`config.mk`:
```
export PLATFORM = sky130hd
export DESIGN_NAME = pipe_adder
export DESIGN_NICKNAME = d
export VERILOG_FILES = /design/src/rtl/pipe_adder.sv
export SDC_FILE = /design/constraint.sdc
export NUM_CORES = 1
export LEC_CHECK = 0
export ABC_AREA = 1
export BUFFER_PORTS_ARGS = -buffer_cell sky130_fd_sc_hd__buf_2
export CAP_MARGIN = 15
export CORE_ASPECT_RATIO = 1.75
export CORE_UTILIZATION = 55
export DETAILED_ROUTE_END_ITERATION = 12
export PLACE_DENSITY = 0.85
export SYNTH_ARGS = -nofsm -noshare
export SYNTH_HDL_FRONTEND = slang
export SYNTH_SLANG_ARGS = --single-unit
```
`constraint.sdc`:
```
create_clock -name clk -period 4.5 [get_ports clk]
set_clock_uncertainty 0.2 [all_clocks]
set_input_delay 0.45 -clock clk [delete_from_list [all_inputs] [get_ports clk]]
set_output_delay 0.45 -clock clk [all_outputs]
set_load 0.02 [all_outputs]
```
`src/rtl/pipe_adder.sv`:
```
// pipe_adder: STAGES-deep pipelined add/subtract with valid/ready flow control.
// Each stage adds one CW-bit chunk; unconsumed operands and finished chunks ride along.
`default_nettype none

module pipe_adder #(
    parameter int WIDTH  = 8,
    parameter int STAGES = 2
) (
    input  logic             clk,
    input  logic             reset,
    input  logic [WIDTH-1:0] a,
    input  logic [WIDTH-1:0] b,
    input  logic             ci,
    input  logic             mode,
    input  logic             in_valid,
    output logic             in_ready,
    output logic [WIDTH-1:0] sum,
    output logic             co,
    output logic             ovf,
    output logic             out_valid,
    input  logic             out_ready
);

    localparam int CW   = WIDTH / STAGES;
    localparam int LAST = STAGES - 1;

    logic             en;
    logic [WIDTH-1:0] sum_q;
    logic             co_q;
    logic             ovf_q;
    logic             out_valid_q;
    logic             ovf_d;

    // Only a held, unconsumed result can freeze the pipe.
    assign en       = !(out_valid_q && !out_ready);
    assign in_ready = en;

    genvar k;
    generate
        for (k = 0; k < STAGES; k++) begin : g_stage
            localparam int REM  = WIDTH - k * CW;
            localparam int DONE = (k + 1) * CW;

            logic [REM-1:0]  a_in;
            logic [REM-1:0]  b_in;
            logic            cin;
            logic            m_in;
            logic            v_in;
            logic [CW-1:0]   bx;
            logic [CW:0]     part;
            logic [DONE-1:0] s_out;

            if (k == 0) begin : g_head
                assign a_in  = a;
                assign b_in  = b;
                assign cin   = mode | ci;
                assign m_in  = mode;
                assign v_in  = in_valid;
                assign s_out = part[CW-1:0];
            end else begin : g_body
                logic [REM-1:0]    a_q;
                logic [REM-1:0]    b_q;
                logic [k*CW-1:0]   s_q;
                logic              c_q;
                logic              m_q;
                logic              v_q;

                always_ff @(posedge clk or posedge reset) begin
                    if (reset) begin
                        a_q <= '0;
                        b_q <= '0;
                        s_q <= '0;
                        c_q <= 1'b0;
                        m_q <= 1'b0;
                        v_q <= 1'b0;
                    end else if (en) begin
                        a_q <= g_stage[k-1].a_in[REM+CW-1:CW];
                        b_q <= g_stage[k-1].b_in[REM+CW-1:CW];
                        s_q <= g_stage[k-1].s_out;
                        c_q <= g_stage[k-1].part[CW];
                        m_q <= g_stage[k-1].m_in;
                        v_q <= g_stage[k-1].v_in;
                    end
                end

                assign a_in  = a_q;
                assign b_in  = b_q;
                assign cin   = c_q;
                assign m_in  = m_q;
                assign v_in  = v_q;
                assign s_out = {part[CW-1:0], s_q};
            end

            assign bx   = m_in ? ~b_in[CW-1:0] : b_in[CW-1:0];
            assign part = {1'b0, a_in[CW-1:0]} + {1'b0, bx} + {{CW{1'b0}}, cin};
        end
    endgenerate

    // Signed overflow from the MSB chunk of the last stage, using the effective B.
    assign ovf_d = (g_stage[LAST].a_in[CW-1] == g_stage[LAST].bx[CW-1]) &&
                   (g_stage[LAST].part[CW-1] != g_stage[LAST].a_in[CW-1]);

    always_ff @(posedge clk or posedge reset) begin
        if (reset) begin
            out_valid_q <= 1'b0;
            sum_q       <= '0;
            co_q        <= 1'b0;
            ovf_q       <= 1'b0;
        end else if (en) begin
            out_valid_q <= g_stage[LAST].v_in;
            sum_q       <= g_stage[LAST].s_out;
            co_q        <= g_stage[LAST].part[CW];
            ovf_q       <= ovf_d;
        end
    end

    assign out_valid = out_valid_q;
    assign sum       = sum_q;
    assign co        = co_q;
    assign ovf       = ovf_q;

endmodule

`default_nettype wire

```
==> metrics <==
final hold violations=0; Slew headroom=0.361; Psw=273 uW; Synth area leader=dfrtp_1; DIE HEIGHT=68.2 um; Routed WL=2.40 mm; mux contribution to synthesized area=0; launch point of the worst reg-to-reg path=g_stage[1].g_body.m_q; Nets=215; met3 Use GR=0.0292; switching part of the total=0.367; Syn Area/Cell=9.12 um^2; die width=39.8 um; worst setup margin=2.36 ns; Detailed Route Iter0 Violations=31; post_cts resized=0; clk slew on worst S/H paths=0.09 ns; Core Region=2330 um^2; Async S/R FF share, synth=1.00; drt via density=5.05; htree depth=1; largest family of logic cells by synthesized area=simple AND/OR/NAND/NOR gates; XOR/XNOR share of the synthesized area=0.0509; run status=completed; post-synthesis register bit count=26; share of cells above drive strength 1=0.247; num rows=23; GRT Max-Usage Layer=met2; Main synth FF type=dfrtp_1; post-place setup slack=2.06 ns; setup_tns=0 ns; compound-gate portion of the synthesized area=0.0718; EDFF count, synth=0; CTS max path bufs=2; worst slew pin tran=0.958 ns; Clk network pwr share=0.199; cell internal pwr=470 uW; CTS sink count=26; first-pass GRT wire length=3.99 mm; grt met1 use=0.226; count of buffers from port buffering=33; crit path launch type=input pin; CTS tree=built; Yosys cell types=21; top cells by area, synth=dfrtp_1, nand2_1, fa_1, ha_1, xor2_1; die area=2720 um^2; DR WL/cell=11.6 um; crit path kind=in2reg; max_cap viols=0; Gate Count Post-Synth=151; worst vdd ir=0.281 mV; Routed Antenna Nets=0; part of the power in combinational logic=0.365; Critical Path RT=4.44 ns; Post-Syn Area=1380 um^2; total CTS buffers=3; Synth Area in Simple Gates=0.218; DPL Wire Length=1.89 mm; total track usage=0.214; number of global-route vias before repair=1006; Leak=0.880 nW; hold buffers post-CTS=0; leading post-synthesis cells by instance count=nand2_1, dfrtp_1, inv_1; syn nets=183; fin. max-slew vios=0; CP Data Arrival Time=2.08 ns; post-synth top area share=0.472; RSZ-0062 raised after global routing=false; clock latency on the worst-skew pair=0.27 ns; I/O pin cnt=34; Tmin final=2.14 ns; diode count=0; synthesis-to-layout area growth=14.8%; Pre-antenna DRT Iters=4; initial antenna violation count=0; grt ovf=0; GRT met2 Usage=0.395; fmax=0.467 GHz; hold crit path type=in2async; GP Congestion=0.727; sequential element share of the synthesized area=0.472; Starting Density=0.591; pin count of the biggest net entering global routing=29; total number of vias=1046; root buffer selected by CTS=clkbuf_8; DRC viols=0; crit path max fanout=6; sequential fraction of design power=0.437; Adder-Cell Fraction of Synth Area=0.113; most frequent cell after synthesis=nand2_1; Worst Setup SP=mode; # setup viols final=0; crit path capture type=register; total setup buffers inserted after CTS=0; Synthesis Warnings=0; FF-to-FF path depth=8; Power Dens Cells=470 nW/um^2; Final Cycle Share=0.476
[state kept, by name (all words and copies together) (netlist names)]
signal,cells
g_stage.g_body.s_q,4
g_stage.g_body.m_q,1
g_stage.cin,1
g_stage.a_in,4
g_stage.b_in,4
out_valid,1
co,1
ovf,1
g_stage.g_body.v_q,1
sum,8
[through the flow]
stage | utilization | hold slack [ns] | cell area, um^2 | instances | total power, mW
after global routing | 0.678 | 0.179 | 1580 | 207 | 0.798
final | 0.678 | 0.175 | 1580 | 207 | 0.743
after detailed placement | 0.655 | 0.257 | 1530 | 203 | 0.604
after global placement | 0.655 | 0.249 | 1530 | 203 | 0.593
after floorplan | - | 0.234 | 1380 | 151 | 0.528
after CTS | 0.678 | 0.175 | 1580 | 207 | 0.752
[area by class of cell]
type	instances	area, um^2
well taps	25	31.3
fillers	187	749
flip-flops and latches	26	651
repair buffers	33	165
clock buffers	4	55.1
inverters	14	55.1
multi-input cells	105	624
[cell families (layout without fill, tap and decap cells)]
| logic type | count (synthesis) | count (layout) |
|---|---|---|
| xor+xnor | 8 | 8 |
| buf+inv | 20 | 51 |
| flops | 26 | 26 |
| simple gates | 72 | 72 |
| fa+ha+maj | 10 | 10 |
| compound gates | 15 | 15 |
[worst max-delay path, cell delays in order]
cell and delay [ns]:
buf_2 0.14, or2_2 0.31, fa_1 0.42, fa_1 0.41, nand2_1 0.09, inv_1 0.05, o21ai_0 0.14, a22oi_1 0.08
[cells in the final DEF, fill, tap and decap left out]
master    count
nor2_1        5
a21oi_1       2
ha_1          6
a22oi_1       1
xnor2_1       1
inv_4         1
xor2_1        7
nand3_1       9
o21ai_1       2
nand2_1      56
inv_1        13
fa_1          4
or2_2         1
clkbuf_8      4
o21ai_0       4
nor2_8        1
o31ai_1       1
buf_2        33
dfrtp_1      26
o21ai_2       5
[metal layers]
| metal | wire, um | up-vias | part of all wire |
|---|---|---|---|
| met1 | 891 | 490 | 0.37 |
| met2 | 1400 | 22 | 0.58 |
| li1 | - | 530 | - |
| met4 | 38 | 0 | 0.016 |
| met3 | 65 | 4 | 0.027 |
| met5 | 0 | - | 0 |
[power groups by stage]
stage	logic [mW]	clock network [mW]	registers [mW]
2_1_floorplan	0.155	0	0.373
3_3_place_gp	0.266	0	0.327
3_5_place_dp	0.274	0	0.330
4_1_cts	0.275	0.152	0.325
5_1_grt	0.307	0.160	0.331
6_report	0.271	0.148	0.324
[worst paths after layout]
| kind | slack (ns) | endpoint |
|---|---|---|
| setup / recovery | 2.36 | g_stage[1].cin |
| hold / removal | 0.18 | sum[5] |
| setup reg to reg | 2.49 | co |
| hold reg to reg | 0.27 | out_valid |
| max in group asynchronous | 3.33 | g_stage[1].a_in[0] |
| min in group clk | 0.18 | g_stage[1].b_in[3] |
Note: power is estimated with default switching activity, not from simulation.
